==> config.mk <==
export PLATFORM = sky130hd
export DESIGN_NAME = uart_tx_flat
export DESIGN_NICKNAME = d
export VERILOG_FILES = /design/src/rtl/uart_pkg.sv /design/src/rtl/uart_tx_if.sv /design/src/rtl/sync_fifo.sv /design/src/rtl/uart_tx.sv /design/src/flat_wrapper.sv
export SDC_FILE = /design/constraint.sdc
export NUM_CORES = 1
export LEC_CHECK = 0
export ABC_AREA = 1
export BUFFER_PORTS_ARGS = -buffer_cell sky130_fd_sc_hd__buf_2
export CORE_ASPECT_RATIO = 0.75
export CORE_MARGIN = 2
export CORE_UTILIZATION = 63
export CTS_CLUSTER_DIAMETER = 200
export DETAILED_ROUTE_END_ITERATION = 6
export PLACE_DENSITY = 0.8
export SYNTH_ARGS = -nofsm -noshare
export SYNTH_HDL_FRONTEND = slang
export SYNTH_HIERARCHICAL = 1
export SYNTH_SLANG_ARGS = --single-unit
==> constraint.sdc <==
create_clock -name clk -period 2.9 [get_ports clk]
set_clock_uncertainty 0.05 [all_clocks]
set_input_delay 0.145 -clock clk [delete_from_list [all_inputs] [get_ports clk]]
set_output_delay 0.145 -clock clk [all_outputs]
set_load 0.03 [all_outputs]
==> src/rtl/uart_pkg.sv <==
// Shared types and constants for the UART transmit path.
package uart_pkg;

    localparam int UART_DEFAULT_CLKS_PER_BIT = 868;
    localparam int UART_DATA_BITS            = 8;

    typedef enum logic [1:0] {
        IDLE,
        START,
        DATA,
        STOP
    } uart_tx_state_t;

endpackage : uart_pkg

==> src/rtl/uart_tx_if.sv <==
// Valid/ready byte handshake between the core's store path and the transmitter.
interface uart_tx_if;
    import uart_pkg::*;

    logic [UART_DATA_BITS-1:0] in_data;
    logic                      in_valid;
    logic                      in_ready;

    modport master (output in_data, output in_valid, input in_ready);
    modport slave  (input in_data, input in_valid, output in_ready);

endinterface : uart_tx_if

==> src/rtl/sync_fifo.sv <==
// Single-clock FIFO with extra-MSB pointers; head entry readable combinationally.
module sync_fifo #(
    parameter int WIDTH = 8,
    parameter int DEPTH = 16
) (
    input  logic                   clk,
    input  logic                   reset,
    input  logic                   push,
    input  logic                   pop,
    input  logic [WIDTH-1:0]       wr_data,
    output logic [WIDTH-1:0]       rd_data,
    output logic                   full,
    output logic                   empty,
    output logic [$clog2(DEPTH):0] count
);
    localparam int             AW      = $clog2(DEPTH);
    localparam logic [AW:0]    PTR_ONE = 1;

    logic [WIDTH-1:0] mem_q [DEPTH];
    logic [AW:0]      wr_ptr_q, wr_ptr_d;
    logic [AW:0]      rd_ptr_q, rd_ptr_d;
    logic             do_push, do_pop;

    assign full    = (wr_ptr_q[AW] != rd_ptr_q[AW]) && (wr_ptr_q[AW-1:0] == rd_ptr_q[AW-1:0]);
    assign empty   = (wr_ptr_q == rd_ptr_q);
    assign count   = wr_ptr_q - rd_ptr_q;
    assign rd_data = mem_q[rd_ptr_q[AW-1:0]];
    assign do_push = push && !full;
    assign do_pop  = pop && !empty;

    // Advance each pointer independently so a simultaneous push and pop keeps the count.
    always_comb begin
        // NOTE: defaults first so every path assigns the outputs and no latch is inferred.
        wr_ptr_d = wr_ptr_q;
        rd_ptr_d = rd_ptr_q;
        if (do_push) wr_ptr_d = wr_ptr_q + PTR_ONE;
        if (do_pop)  rd_ptr_d = rd_ptr_q + PTR_ONE;
    end

    // Pointer registers; reset empties the FIFO at once.
    always_ff @(posedge clk or posedge reset) begin
        // NOTE: non-blocking assignments so every flop samples pre-edge values.
        if (reset) begin
            wr_ptr_q <= '0;
            rd_ptr_q <= '0;
        end else begin
            wr_ptr_q <= wr_ptr_d;
            rd_ptr_q <= rd_ptr_d;
        end
    end

    // Storage write port.
    always_ff @(posedge clk) begin
        // NOTE: storage is not reset; entries are only read after being written, so it maps to plain RAM.
        if (do_push) mem_q[wr_ptr_q[AW-1:0]] <= wr_data;
    end

endmodule : sync_fifo

==> src/rtl/uart_tx.sv <==
// Buffered 8N1 UART transmitter: byte FIFO feeding a start/data/stop frame FSM.
module uart_tx
    import uart_pkg::*;
#(
    parameter int CLKS_PER_BIT = UART_DEFAULT_CLKS_PER_BIT,
    parameter int FIFO_DEPTH   = 16
) (
    input  logic                        clk,
    input  logic                        reset,
    uart_tx_if.slave                    in_if,
    output logic                        txd,
    output logic                        busy,
    output logic [$clog2(FIFO_DEPTH):0] fifo_count
);
    localparam int                  CNT_W     = $clog2(CLKS_PER_BIT);
    localparam logic [CNT_W-1:0]    BAUD_LAST = CNT_W'(CLKS_PER_BIT - 1);
    localparam logic [CNT_W-1:0]    BAUD_ONE  = CNT_W'(1);
    localparam logic [2:0]          LAST_BIT  = 3'(UART_DATA_BITS - 1);

    uart_tx_state_t            state_q, state_d;
    logic [CNT_W-1:0]          baud_cnt_q, baud_cnt_d;
    logic [2:0]                bit_idx_q, bit_idx_d;
    logic [UART_DATA_BITS-1:0] shift_q, shift_d;
    logic                      txd_q, txd_d;

    logic                      fifo_push, fifo_pop;
    logic                      fifo_full, fifo_empty;
    logic [UART_DATA_BITS-1:0] fifo_rd_data;
    logic                      bit_end;

    assign in_if.in_ready = !fifo_full;
    assign fifo_push      = in_if.in_valid && !fifo_full;
    assign bit_end        = (baud_cnt_q == BAUD_LAST);
    assign busy           = (state_q != IDLE) || !fifo_empty;
    assign txd            = txd_q;

    sync_fifo #(
        .WIDTH (UART_DATA_BITS),
        .DEPTH (FIFO_DEPTH)
    ) u_fifo (
        .clk     (clk),
        .reset   (reset),
        .push    (fifo_push),
        .pop     (fifo_pop),
        .wr_data (in_if.in_data),
        .rd_data (fifo_rd_data),
        .full    (fifo_full),
        .empty   (fifo_empty),
        .count   (fifo_count)
    );

    // Frame sequencing, baud counting, shifting; txd is precomputed from the next state.
    always_comb begin
        state_d    = state_q;
        baud_cnt_d = bit_end ? '0 : baud_cnt_q + BAUD_ONE;
        bit_idx_d  = bit_idx_q;
        shift_d    = shift_q;
        fifo_pop   = 1'b0;

        case (state_q)
            IDLE: begin
                baud_cnt_d = '0;
                if (!fifo_empty) begin
                    fifo_pop = 1'b1;
                    shift_d  = fifo_rd_data;
                    state_d  = START;
                end
            end
            START: begin
                if (bit_end) begin
                    bit_idx_d = '0;
                    state_d   = DATA;
                end
            end
            DATA: begin
                if (bit_end) begin
                    shift_d = shift_q >> 1;
                    if (bit_idx_q == LAST_BIT) state_d = STOP;
                    else                       bit_idx_d = bit_idx_q + 3'd1;
                end
            end
            STOP: begin
                if (bit_end) begin
                    if (!fifo_empty) begin
                        fifo_pop = 1'b1;
                        shift_d  = fifo_rd_data;
                        state_d  = START;
                    end else begin
                        state_d = IDLE;
                    end
                end
            end
            default: state_d = IDLE;
        endcase

        case (state_d)
            START:   txd_d = 1'b0;
            DATA:    txd_d = shift_d[0];
            default: txd_d = 1'b1;
        endcase
    end

    // FSM, counters and the registered serial line; reset truncates any frame.
    always_ff @(posedge clk or posedge reset) begin
        if (reset) begin
            state_q    <= IDLE;
            baud_cnt_q <= '0;
            bit_idx_q  <= '0;
            shift_q    <= '0;
            txd_q      <= 1'b1;
        end else begin
            state_q    <= state_d;
            baud_cnt_q <= baud_cnt_d;
            bit_idx_q  <= bit_idx_d;
            shift_q    <= shift_d;
            txd_q      <= txd_d;
        end
    end

endmodule : uart_tx

==> src/flat_wrapper.sv <==
// flat-port wrapper written by rule: the top's interface ports become plain ports
module uart_tx_flat import uart_pkg::*;
#(
    parameter int CLKS_PER_BIT = UART_DEFAULT_CLKS_PER_BIT,
    parameter int FIFO_DEPTH   = 16
)
  (clk, reset, txd, busy, fifo_count, in_if_in_data, in_if_in_valid, in_if_in_ready);
  uart_tx_if in_if_i ();
  input  logic clk;
  input  logic reset;
  output logic txd;
  output logic busy;
  output logic [$clog2(FIFO_DEPTH):0] fifo_count;
  input wire logic [$bits(in_if_i.in_data)-1:0] in_if_in_data;
  input wire logic [$bits(in_if_i.in_valid)-1:0] in_if_in_valid;
  output wire logic [$bits(in_if_i.in_ready)-1:0] in_if_in_ready;
  assign in_if_i.in_data = in_if_in_data;
  assign in_if_i.in_valid = in_if_in_valid;
  assign in_if_in_ready = in_if_i.in_ready;
  uart_tx #(.CLKS_PER_BIT(CLKS_PER_BIT), .FIFO_DEPTH(FIFO_DEPTH)) u_core (.clk(clk), .reset(reset), .in_if(in_if_i), .txd(txd), .busy(busy), .fifo_count(fifo_count));
endmodule
# --- Word-level counts from Yosys, hierarchy flattened ---
# Memory sizes are Yosys's and may differ from the RTL's.
# Cells that the tools add are included.
totals:
  ramBits: 128
  mem_count: 1
  out_inout_bits: 8
  reg_bits: 34
  wordCells: 64
memory_table:
  columns: ["memory", "depth", "width", "read_ports", "rd_ports_with_merged_regs", "wr", "line_no", "source"]
  rows:
  - ["u_core.u_fifo.mem_q", 16, 8, 1, 0, 1, "sync_fifo.sv:19", "logic [WIDTH-1:0] mem_q [DEPTH];"]
classes:
  addsub: 5
  n_mux: 23
  n_reduce_logical: 13
  eq_ne: 14
op_table:
  columns: ["operator", "n"]
  rows:
  - ["2-to-1 mux 8 bit", 3]
  - ["one-hot mux 8 bit (3 select lines)", 1]
  - ["2-to-1 mux 10 bit", 2]
  - ["adder 10 x 1 -> 10 bit (second input constant)", 1]
  - ["adder 5 x 1 -> 5 bit (second input constant)", 2]
  - ["equality test 10 bit (second input constant)", 1]
  - ["2-to-1 mux 2 bit", 5]
  - ["2-to-1 mux 3 bit", 3]
  - ["one-hot mux 2 bit (4 select lines)", 1]
  - ["equality test 2 bit (second input constant)", 3]
  - ["!= test 2 x 1 -> 1 bit (second input constant)", 3]
  - ["one-hot mux 3 bit (2 select lines)", 1]
  - ["equality test 5 bit", 1]
  - ["2-to-1 mux 1 bit", 5]
  - ["subtractor 5 bit", 1]
  - ["equality test 2 x 1 -> 1 bit (second input constant)", 2]
  - ["equality test 4 bit", 1]
  - ["logical AND 1 bit", 4]
  - ["one-hot mux 1 bit (2 select lines)", 2]
  - ["AND reduction 4 bit", 1]
  - ["nonzero test 2 bit", 2]
  - ["adder 3 x 1 -> 3 bit (second input constant)", 1]
  - ["equality test 3 bit (second input constant)", 1]
  - ["AND reduction 3 bit", 1]
  - ["other kinds (6)", 7]

# --- Depth between registers and ports, before layout ---
# Gate-level depths: netlist of run 1.
logic_depth:
  ltp_word: 7
  ltp_mapped: 19
  ltp_nobuf: 17

# --- By module ---
# Netlist of run 1, hierarchy kept.
modules_own_cells:
  columns: ["module", "instances", "cells_each", "area_each_um2"]
  rows:
  - ["sync_fifo", 1, 659, 6392.4]
  - ["uart_tx", 1, 199, 1503.9]

# --- Least setup slack after synthesis of run 1 ---
# Ideal clock, no wire load.
synth_path:
  kind: "register to register"
  start: "reg u_core.u_fifo.rd_ptr_q[1]"
  end: "mem u_core.u_fifo.mem_q[7][0], enable pin"
  path_stages_with_launch: 13
  required_ps: 2467
  period_less_slack_ps: 2588
  arrival_ps: 2154
  setup_slack_ps: 312
  path_cell_list: "dfrtp_1 buf_2 inv_2 buf_2 ha_1 nand2_1 nor2_1 nand2_1 inv_1 nor2_1 nand2_1 buf_6 nor3_1"
synth_between:
  elab_chain_len: 7
synth_rtl:
  columns: ["item", "line_no", "source"]
  rows:
  - ["start, declared", "sync_fifo.sv:21", "logic [AW:0] rd_ptr_q, rd_ptr_d;"]
  - ["start signal, assigned", "sync_fifo.sv:48", "rd_ptr_q <= rd_ptr_d;"]
  - ["equality test 4 bit", "sync_fifo.sv:24", "assign full = (wr_ptr_q[AW] != rd_ptr_q[AW]) && (wr_ptr_q[AW-1:0] == rd_ptr_q[AW-1:0]);"]
  - ["logical AND 1 bit", "sync_fifo.sv:24", null]
  - ["net u_core.fifo_full", "uart_tx.sv:27", "logic fifo_full, fifo_empty;"]
  - ["logical NOT 1 bit", "uart_tx.sv:32", "assign fifo_push = in_if.in_valid && !fifo_full;"]
  - ["logical AND 1 bit", "uart_tx.sv:32", null]
  - ["net u_core.fifo_push", "uart_tx.sv:26", "logic fifo_push, fifo_pop;"]
  - ["logical AND 1 bit", "sync_fifo.sv:28", "assign do_push = push && !full;"]
  - ["2-to-1 mux 1 bit", "sync_fifo.sv:55", "if (do_push) mem_q[wr_ptr_q[AW-1:0]] <= wr_data;"]
  - ["2-to-1 mux 1 bit (not written as such)", "sync_fifo.sv:55", null]
  - ["end, declared", "sync_fifo.sv:19", null]
# The timed path passes the listed nets, and every way through them passes these cells.

# --- Final worst setup path of run 1 ---
layout_path:
  start: "reg u_core.u_fifo.wr_ptr_q[2]"
  end: "mem u_core.u_fifo.mem_q[10][6], enable pin"
layout_between:
  elab_chain_len: 7
layout_rtl:
  columns: ["item", "line_no", "source"]
  rows:
  - ["start, declared", "sync_fifo.sv:20", "logic [AW:0] wr_ptr_q, wr_ptr_d;"]
  - ["start signal, assigned", "sync_fifo.sv:47", "wr_ptr_q <= wr_ptr_d;"]
  - ["equality test 4 bit", "sync_fifo.sv:24", null]
  - ["logical AND 1 bit", "sync_fifo.sv:24", null]
  - ["net u_core.fifo_full", "uart_tx.sv:27", null]
  - ["logical NOT 1 bit", "uart_tx.sv:32", null]
  - ["logical AND 1 bit", "uart_tx.sv:32", null]
  - ["net u_core.fifo_push", "uart_tx.sv:26", null]
  - ["logical AND 1 bit", "sync_fifo.sv:28", null]
  - ["2-to-1 mux 1 bit", "sync_fifo.sv:55", null]
  - ["2-to-1 mux 1 bit (not written as such)", "sync_fifo.sv:55", null]
# The timed path passes the listed nets, and every way through them passes these cells.

==> summary.txt, run 1 <==
Layout
  – Register area: 4697 um2
  – # diodes: 0
  – Final nets: 913
  – Fraction of layout cells with a size suffix above 1: under 10%
  – Area of the multi-input gates: 2422 um2
  – Syn-to-layout area delta: 10.93%
  – Number of fillers in the final layout: roughly 870

CTS
  – CTS H-tree depth: 4
  – Root buf cell: clkbuf_16
  – CTS tree: built
  – Worst skew pair latency: 0.42 ns
  – Clock Tree Buf Depth: 2
  – CTS sink cnt: 162
  – Number of post-CTS setup repair buffers: 0
  – TritonCTS Buffers: 17
  – Reg clk slew, reported paths: 0.07 ns

Route
  – 1st-pass router iterations: 7
  – Wire per inst: 17.25 um
  – Vias: approximately 6000
  – Post-DRT Antenna Nets: 0
  – Vias/cell: 5.543
  – Drt drc: 0
  – WL final: 18330 um
  – Iter 0 DRT Violations: approximately 760

Timing
  – Setup TNS: 0 ns
  – Max-slew headroom: 40.03%
  – Fin. Hold Viols: 0
  – Final worst slack: 0.1202 ns
  – Clock period minus worst slack: 2.780 ns
  – Slew Viols, Final: 0
  – Fin crit share: 95.86%
  – Unrepaired setup endpoints after global routing: yes
  – F_max: 0.3597 GHz
  – Final setup violation count: 0
  – Fin Hold WS: 0.1071 ns
  – Slew @ Worst Pin: around 0.9 ns

Synthesis
  – Synth area leaders: edfxtp_1 49%, nand2_1 14%, dfrtp_1 10%
  – Avg Cell Area, Syn: 9.203 um2
  – Top-count cell post-synth: nand2_1
  – Dominant synthesized flop cell: edfxtp_1
  – Post-synth top cells: 287 x nand2_1, 161 x inv_1, 128 x edfxtp_1
  – Unique masters post-synth: 34
  – Post-synth EDFFs: 128
  – Synth Register Bits: 162
  – Mapped Area: just under 8000 um2
  – Yosys warns: 6
  – Ys async rst share: between 20% and 30%
  – Post-Syn Nets: 887
  – Yosys top cell by area: edfxtp_1
  – Post-synth top area share: between 40% and 50%
  – Post-synthesis sequential area ratio: 59.47%
  – Cells after Synth: roughly 860

Hold path
  – Hold Crit Class: input port to flip-flop

Global route
  – Number of global-route vias before repair: around 5600
  – Global-route wire length before repair: 29150 um
  – Pin count of the biggest net entering global routing: 67
  – Initial antenna violation count: 0
  – Overall Global Routing Usage: 28.81%
  – Total gr overflow: 0

Worst setup path
  – CP arrival: 2.78 ns
  – CP endpoint kind: flip-flop
  – WS Path Type: flip-flop to flip-flop
  – Crit path max fanout: 8
  – Startpoint types: flip-flop
  – CP Data Required Time: 2.90 ns

Placement
  – Pre-CTS setup slack: 0.2112 ns
  – Routability congestion estimate: 0.9017
  – # port buffers: 18
  – Post-DP HPWL: 11950 um

Floorplan
  – Area of the die: 13450 um2
  – Num rows: 35
  – Die height: 101.0 um
  – Die Width: 133.3 um
  – Initial Utilization: 64.40%
  – I/O pin count: 19
  – Core ar.: 12260 um2

Power and ir drop
  – PwrDens: 689.9 nW/um2
  – Leak: 4.020 nW
  – VDD IR max: 0.0004406 V

Run
  – Max Cap Violations: 0

Outcome
  – Outcome: finished, final reports clean
[state kept, by name (all words and copies together), names as in the netlist]
signal and cells:
u_core/u_fifo/mem_q 128, u_core/baud_cnt_q 10, u_core/shift_q 8, u_core/u_fifo/rd_ptr_q 5, u_core/u_fifo/wr_ptr_q 5, u_core/bit_idx_q 3, u_core/state_q 2, u_core/txd 1
[metrics by stage]
step | cell area, um2 | util (%) | cells | power [W]
after detailed placement | 8142 | 66.40 | 1030 | 0.003798
final | 8760 | 71.44 | 1063 | 0.006044
after CTS | 8748 | 71.35 | 1063 | 0.006042
after global routing | 8760 | 71.44 | 1063 | 0.006270
after global placement | 8142 | 66.40 | 1030 | 0.003775
after floorplan | 7896 | - | 858 | 0.003496
[per-layer routing]
layer	vias to the layer above	wire [um]	global-route usage, %	part of all wire (%)
li1	2745	-	-	-
met1	2759	7672	39.49	42
met2	347	8645	46.87	47
met3	41	1721	7.240	9.4
met4	0	295	7.447	1.6
met5	-	0	0	0
[layout make-up]
class	count	share of cell area (%)
sequential	162	53.62
multi-input combinational	503	27.65
timing repair buffer	33	2.343
clock inverter	14	1.914
inverter	167	7.199
clock buffer	18	4.899
tap	166	2.371
[power breakdown]
| group | switching [W] | internal, W |
|---|---|---|
| Sequential | 0.0000904 | 0.00271 |
| Combinational | 0.000713 | 0.000272 |
| Clock | 0.000957 | 0.00130 |
[logic make-up (layout without fill, tap and decap cells)]
logic type | Yosys count | count (layout) | share of synthesized area [%]
and+or+nand+nor | 440 | 440 | 23.82
AOI/OAI and AO/OA | 29 | 29 | 1.949
buffers and inverters | 193 | 232 | 9.951
adders and majority gates | 18 | 18 | 2.947
xor gates and xnor gates | 16 | 16 | 1.870
DFF | 162 | 162 | 59.47
[layout by cell type, fill, tap and decap left out, types with 2 or more instances in the layout]
cell,count
a21oi_1,14
nand2_2,3
buf_4,14
clkinv_1,2
inv_1,160
xor2_1,10
clkbuf_16,17
nor2_1,26
nand2_4,2
nand3_2,2
nand4_1,5
inv_8,4
bufinv_16,2
nand3_1,94
nor2_2,4
nor2_4,4
o21ai_1,2
xnor2_1,5
buf_2,18
nand2_1,287
edfxtp_1,128
clkinvlp_4,4
inv_2,4
ha_1,17
o21ai_0,10
dfrtp_1,32
inv_6,3
nor3_1,10
[worst max-delay path, stage by stage, from the launching register on]
cell     delay (ns)
dfrtp_1        0.47
ha_1           0.40
nand2_1        0.09
nor2_1         0.06
nand2_1        0.08
inv_1          0.06
nor2_1         0.11
nand2_1        0.08
inv_1          0.17
nand2_1        0.21
nor2_1         0.62
[timing repair]
action                                  CTS  global route
endpoints found under the setup margin    0            49
resized for setup                         0             4
endpoints found under the hold margin    33             0
hold buffers                              1             0
[final timing paths]
| path | from | end | slack (ns) | cells after the start |
|---|---|---|---|---|
| setup / recovery | u_core/u_fifo/wr_ptr_q[2] | u_core/u_fifo/mem_q[10][6] | 0.12 | 10 |
| hold / removal | in_if_in_data[0] | u_core/u_fifo/mem_q[3][0] | 0.11 | 1 |
| setup reg to reg | u_core/u_fifo/wr_ptr_q[2] | u_core/u_fifo/mem_q[10][6] | 0.12 | 10 |
| hold reg to reg | u_core/shift_q[5] | u_core/shift_q[5] | 0.44 | 2 |
| max in group asynchronous | reset | u_core/shift_q[2] | 1.79 | 3 |
| min in group asynchronous | reset | u_core/u_fifo/rd_ptr_q[3] | 0.23 | 3 |
Power figures use the tool's default switching activity.
==> run 2, diff against run 1 <==
--- a/config.mk
+++ b/config.mk
@@ -6,13 +6,14 @@
 export NUM_CORES = 1
 export LEC_CHECK = 0
 export ABC_AREA = 1
-export BUFFER_PORTS_ARGS = -buffer_cell sky130_fd_sc_hd__buf_2
+export BUFFER_PORTS_ARGS = -buffer_cell sky130_fd_sc_hd__buf_4
 export CORE_ASPECT_RATIO = 0.75
 export CORE_MARGIN = 2
-export CORE_UTILIZATION = 63
+export CORE_UTILIZATION = 65
+export CTS_BUF_LIST = sky130_fd_sc_hd__clkbuf_8
 export CTS_CLUSTER_DIAMETER = 200
 export DETAILED_ROUTE_END_ITERATION = 6
-export PLACE_DENSITY = 0.8
+export PLACE_DENSITY = 0.82
 export SYNTH_ARGS = -nofsm -noshare
 export SYNTH_HDL_FRONTEND = slang
 export SYNTH_HIERARCHICAL = 1
==> summary.txt, run 2 (synthesis results as in run 1) <==
Outcome
  – Outcome: finished, final reports clean

Power and ir drop
  – Leak: around 4.1 nW
  – Total Power: 0.005567 W
  – PwrDens: ~630 nW/um2
  – VDD IR max: about 0.00043 V

Worst setup path
  – CP arrival: ~2.6 ns
  – WS Path Type: flip-flop to flip-flop
  – Crit path max fanout: 8
  – CP Cell Sequence: inv_1 > ha_1 > nand2_1 > nor2_1 > nand2_1 > inv_1 > nor2_1 > nand2_1 > buf_4 > nor2_1
  – Reg2reg setup slack: 0.37 ns
  – Startpoint types: flip-flop
  – Max stage delay on crit path: approximately 0.53 ns
  – Buffers & Inverters on Critical Path: 3
  – CP endpoint kind: flip-flop
  – CP Data Required Time: between 2 and 3 ns
  – Crit path max-delay family: simple AND/OR/NAND/NOR gates
  – Slowest-stage cell, CP: nor2_1

Placement
  – Dpl cells: 1040
  – Pre-CTS setup slack: between 0.4 and 0.5 ns
  – # port buffers: 18
  – Post-DP HPWL: 12670 um
  – Routability congestion estimate: 0.9165

Global route
  – Pin count of the biggest net entering global routing: 67
  – Total gr overflow: 0
  – Initial antenna violation count: 0
  – Overall Global Routing Usage: 30.35%
  – Number of global-route vias before repair: 5683
  – Global-route wire length before repair: between 20000 and 30000 um

CTS
  – TritonCTS Buffers: 17
  – Reg clk slew, reported paths: 0.10 ns
  – Worst skew pair latency: 0.46 ns
  – CTS H-tree depth: 4
  – Number of post-CTS setup repair buffers: 0
  – CTS tree: built
  – Clock Tree Buf Depth: 2
  – CTS sink cnt: 162
  – Root buf cell: clkbuf_8

Layout
  – Commonest non-fill, non-tap cell in the layout: nand2_1
  – Number of fillers in the final layout: 847
  – Register area: roughly 4700 um2
  – Syn-to-layout area delta: 11.23%
  – # diodes: 0
  – Most frequent cells in the layout: 287 x nand2_1, 161 x inv_1, 128 x edfxtp_1
  – Area of the multi-input gates: 2415 um2
  – Fin cells: approximately 1100
  – Max reg flops: 128
  – Final nets: 935
  – Fraction of layout cells with a size suffix above 1: 10.77%

Floorplan
  – Core ar.: 11740 um2
  – Die height: 99.45 um
  – I/O pin count: 19
  – Initial Utilization: 67.25%
  – Die Width: about 130 um
  – Area of the die: 13050 um2
  – Num rows: 34

Route
  – Drt drc: 0
  – Vias: 5939
  – Highest metal used: met4
  – Metal-1 WL: 8045 um
  – WL final: 18540 um
  – Post-DRT Antenna Nets: 0
  – 1st-pass router iterations: 6
  – Wire per inst: 17.15 um
  – Vias/cell: roughly 5.5
  – Met3 WL: 1843 um
  – Met2 wire len: 8183 um
  – Iter 0 DRT Violations: roughly 770

Timing
  – Clock period minus worst slack: 2.530 ns
  – Unrepaired setup endpoints after global routing: no
  – Slew Viols, Final: 0
  – Setup TNS: 0 ns
  – Final setup violation count: 0
  – Fin. Hold Viols: 0
  – Final worst slack: between 0.3 and 0.4 ns
  – Max-slew headroom: 39.24%
  – Slew @ Worst Pin: 0.9103 ns
  – Fin crit share: 87.24%
  – F_max: 0.3953 GHz

Run
  – Max Cap Violations: 0

Hold path
  – Hold Crit Class: input port to async pin
[run 2: cell types whose count changed in the layout (fill, tap and decap cells not counted), moves of 2 or more]
cell           change
clkinvlp_4         -2
buf_2             -18
inv_6              +3
buf_4             +31
dlygate4sd3_1      +8
nor2_1             +3
clkbuf_16         -17
clkbuf_8          +17
nor2_2             -3
[run 2: final timing paths]
check,to,depth (start not counted),from
setup / recovery,u_core/u_fifo/mem_q[15][2],10,u_core/u_fifo/wr_ptr_q[0]
hold / removal,u_core/u_fifo/rd_ptr_q[1],3,reset
setup reg to reg,u_core/u_fifo/mem_q[15][2],10,u_core/u_fifo/wr_ptr_q[0]
hold reg to reg,u_core/shift_q[6],2,u_core/shift_q[6]
max in group asynchronous,u_core/shift_q[4],3,reset
min in group clk,u_core/u_fifo/wr_ptr_q[0],6,in_if_in_valid
[run 2: final cells by class]
| class | count | share of cell area (%) |
|---|---|---|
| flip-flops and latches | 162 | 53.48 |
| multi-input cells | 503 | 27.49 |
| inverters | 167 | 7.137 |
| repair buffers | 55 | 5.100 |
| clock buffers | 17 | 2.664 |
| well taps | 162 | 2.308 |
| clock inverters | 15 | 1.823 |
[run 2: through the flow]
step / util, % / instance area (um2) / hold slack [ns]
final: 74.81 / 8783 / 0.2391
after global routing: 74.81 / 8783 / 0.2478
after global placement: 70.68 / 8299 / 0.1110
after CTS: 74.47 / 8743 / 0.002265
after detailed placement: 70.68 / 8299 / 0.1361
after floorplan: - / 7896 / -0.06482
[run 2: worst register-to-register path, stage by stage (launching register included)]
cell     delay [ns]
dfrtp_1        0.43
inv_1          0.19
ha_1           0.29
nand2_1        0.08
nor2_1         0.05
nand2_1        0.08
inv_1          0.06
nor2_1         0.09
nand2_1        0.12
buf_4          0.20
nor2_1         0.53
[run 2: power by group]
group	switching, W	internal (W)
sequential	0.0000622	0.00271
combinational	0.000770	0.000379
clock	0.000930	0.000719
[run 2: what timing repair did]
action                    in CTS  in global routing
hold endpoints to repair      83                 21
hold buffers                   5                  4
resized for setup              0                  0
[run 2: metal layers]
metal  vias up  GRT usage [%]
li1       2786              -
met1      2775          44.41
met2       338          44.82
met3        40          7.696
met4         0          11.04
met5         -              0
==> run 3, diff against run 2 <==
--- a/config.mk
+++ b/config.mk
@@ -5,15 +5,14 @@
 export SDC_FILE = /design/constraint.sdc
 export NUM_CORES = 1
 export LEC_CHECK = 0
-export ABC_AREA = 1
 export BUFFER_PORTS_ARGS = -buffer_cell sky130_fd_sc_hd__buf_4
 export CORE_ASPECT_RATIO = 0.75
 export CORE_MARGIN = 2
-export CORE_UTILIZATION = 65
+export CORE_UTILIZATION = 64
 export CTS_BUF_LIST = sky130_fd_sc_hd__clkbuf_8
 export CTS_CLUSTER_DIAMETER = 200
 export DETAILED_ROUTE_END_ITERATION = 6
-export PLACE_DENSITY = 0.82
+export PLACE_DENSITY = 0.81
 export SYNTH_ARGS = -nofsm -noshare
 export SYNTH_HDL_FRONTEND = slang
 export SYNTH_HIERARCHICAL = 1
==> constraint.sdc (replaced) <==
create_clock -name clk -period 2.9 [get_ports clk]
set_clock_uncertainty 0.05 [all_clocks]
set_input_delay 0.58 -clock clk [delete_from_list [all_inputs] [get_ports clk]]
set_output_delay 0.58 -clock clk [all_outputs]
set_load 0.03 [all_outputs]
==> summary.txt, run 3 <==
Layout
  – Max reg flops: 128
  – Most frequent cells in the layout: 128 x edfxtp_1, 47 x buf_4, 31 x nor2_1, 31 x dfrtp_1, 24 x mux2i_1
  – # diodes: 0
  – Fraction of layout cells with a size suffix above 1: 20.76%
  – Layout Utilization: 72.60%
  – Commonest non-fill, non-tap cell in the layout: edfxtp_1
  – Number of fillers in the final layout: 706
  – Syn-to-layout area delta: 10.93%
  – Fin cells: around 640
  – Final nets: 517

Timing
  – Unrepaired setup endpoints after global routing: no
  – Max-slew headroom: around two fifths
  – Final setup violation count: 0
  – F_max: 0.3561 GHz
  – Clock period minus worst slack: ~2.8 ns
  – Slew Viols, Final: 0
  – Fin. Hold Viols: 0
  – Slew @ Worst Pin: 0.9007 ns
  – Setup TNS: 0 ns
  – Fin crit share: 96.83%

Route
  – WL final: 14530 um
  – 1st-pass router iterations: 5
  – Vias: 4087
  – Drt drc: 0
  – Iter 0 DRT Violations: 425
  – Highest metal used: met4
  – Met2 wire len: 6862 um
  – Metal-1 WL: about 6500 um
  – Wire per inst: between 20 and 25 um
  – Vias/cell: 6.376
  – Post-DRT Antenna Nets: 0
  – Met3 WL: between 1000 and 1500 um

Placement
  – Post-DP HPWL: 9739 um
  – Dpl cells: 606
  – # port buffers: 18
  – Routability congestion estimate: 0.9449

Worst setup path
  – Buffers & Inverters on Critical Path: 3
  – CP arrival: about 2.2 ns
  – Startpoint types: flip-flop
  – Max stage delay on crit path: 0.40 ns
  – CP Cell Sequence: inv_2 > ha_1 > inv_1 > fa_2 > a21o_1 > a21oi_2 > xnor2_1 > buf_4
  – CP endpoint kind: primary output
  – CP Data Required Time: approximately 2.3 ns
  – Slowest-stage cell, CP: dfrtp_1
  – Crit path max fanout: 4
  – WS Path Type: flip-flop to primary output
  – Reg2reg setup slack: 0.31 ns
  – Crit path max-delay family: adder cells

Synthesis
  – Post-synthesis sequential area ratio: 65.82%
  – Yosys top cell by area: edfxtp_1
  – Cells after Synth: 444
  – Avg Cell Area, Syn: ~16 um2
  – Yosys warns: 6
  – Dominant synthesized flop cell: edfxtp_1
  – Post-synth EDFFs: 128
  – Top-count cell post-synth: edfxtp_1
  – Mapped Area: roughly 7100 um2
  – Post-synth top cells: 128 x edfxtp_1, 33 x dfrtp_1, 31 x nor2_1
  – Post-synth top area share: 53.88%
  – Unique masters post-synth: 61
  – Synth area leaders: edfxtp_1 54%, dfrtp_1 12%, mux4_1 5.9%
  – Synth Register Bits: 162
  – Post-Syn Nets: approximately 470
  – Ys async rst share: 20.99%

Global route
  – Overall Global Routing Usage: 25.88%
  – Pin count of the biggest net entering global routing: 25
  – Global-route wire length before repair: 22490 um
  – Number of global-route vias before repair: slightly above 4000
  – Total gr overflow: 0
  – Initial antenna violation count: 0

Power and ir drop
  – PwrDens: 677.3 nW/um2
  – Leak: 2.837 nW
  – VDD IR max: ~0.00048 V

CTS
  – CTS H-tree depth: 4
  – TritonCTS Buffers: 17
  – Clock Tree Buf Depth: 2
  – Root buf cell: clkbuf_8
  – CTS sink cnt: 162
  – CTS tree: built
  – Worst skew pair latency: 0.44 ns
  – Hold Buf Count CTS: 0
  – Reg clk slew, reported paths: 0.09 ns

Floorplan
  – Core ar.: between 10000 and 15000 um2
  – Die height: 95.44 um
  – Area of the die: ~12000 um2
  – Initial Utilization: ~65%
  – I/O pin count: 19
  – Num rows: 33
  – Die Width: ~130 um

Hold path
  – Hold Crit Class: input port to async pin

Outcome
  – Outcome: finished, final reports clean

Run
  – Max Cap Violations: 0
-- run 3: changes by cell type after synthesis, moves of 14 or more --
cell,delta
a32oi_1,+14
mux4_1,+16
inv_1,-146
nand2_1,-271
mux2i_1,+24
nand3_1,-88
-- run 3: worst paths after layout --
path	startpoint	to	depth (start not counted)
worst min register to register	u_core/baud_cnt_q[0]	u_core/baud_cnt_q[0]	1
worst min-delay path	reset	u_core/u_fifo/wr_ptr_q[0]	2
min in group clk	in_if_in_data[3]	u_core/u_fifo/mem_q[12][3]	1
worst max register to register	u_core/u_fifo/rd_ptr_q[3]	u_core/u_fifo/rd_ptr_q[3]	8
max in group asynchronous	reset	u_core/shift_q[3]	2
worst max-delay path	u_core/u_fifo/wr_ptr_q[0]	fifo_count[4]	8
-- run 3: layout make-up --
class                           count  area, um2  share of cell area [%]
Sequential cell                   162       4698                   59.37
Multi-Input combinational cell    244       2258                   28.54
Timing Repair Buffer               47      352.8                   4.458
Clock buffer                       17      234.0                   2.957
Tap cell                          140      175.2                   2.213
Clock inverter                     15      135.1                   1.708
Inverter                           16      60.06                  0.7589
-- run 3: metal layers --
| layer | vias to the layer above | GRT usage, % |
|---|---|---|
| met5 | - | 0 |
| met4 | 0 | 8.059 |
| met3 | 18 | 6.958 |
| met2 | 159 | 39.96 |
| met1 | 2089 | 36.89 |
| li1 | 1821 | - |
-- run 3: through the flow --
step	cell area (um2)	total power [W]	hold slack [ns]	setup WS, ns
3_5_place_dp	7501	0.003805	0.4239	0.3570
3_3_place_gp	7501	0.003770	0.4202	0.4180
2_1_floorplan	7134	0.003457	0.3702	0.01701
6_report	7914	0.005360	0.08654	0.09196
4_1_cts	7883	0.005351	0.07278	0.001747
5_1_grt	7914	0.005578	0.09144	0.0005433
-- run 3: worst reg2reg max path, delay by kind of cell (launching register included) --
family / cells / cell delay, ns
XOR/XNOR: 1 / 0.22
buffers and inverters: 1 / 0.22
AO/OA/AOI/OAI: 1 / 0.43
flip-flops: 1 / 0.40
AND/OR/NAND/NOR: 4 / 0.84
adder cells (fa/ha/maj): 1 / 0.34
-- run 3: logic make-up (layout without fill, tap and decap cells) --
logic type      Yosys count  in the layout  synth area share (%)
buf+inv                  38             95                 2.806
simple gates             86             86                 6.314
compound gates           72             72                 7.559
xor+xnor                 20             20                 2.455
fa+ha+maj                18             18                 3.262
mux                      48             48                 11.79
flops                   162            162                 65.82
-- run 3: power breakdown --
group	internal (W)	leakage (nW)	switching, W
registers	0.00273	1.58	0.000105
clock network	0.000687	0.185	0.000851
logic	0.000400	1.08	0.000591
total	0.00381	2.84	0.00155
-- run 3: what timing repair did --
item	in CTS	in global routing
endpoints found under the setup margin	1	2
setup buffers	1	2
gates resized for setup	3	3
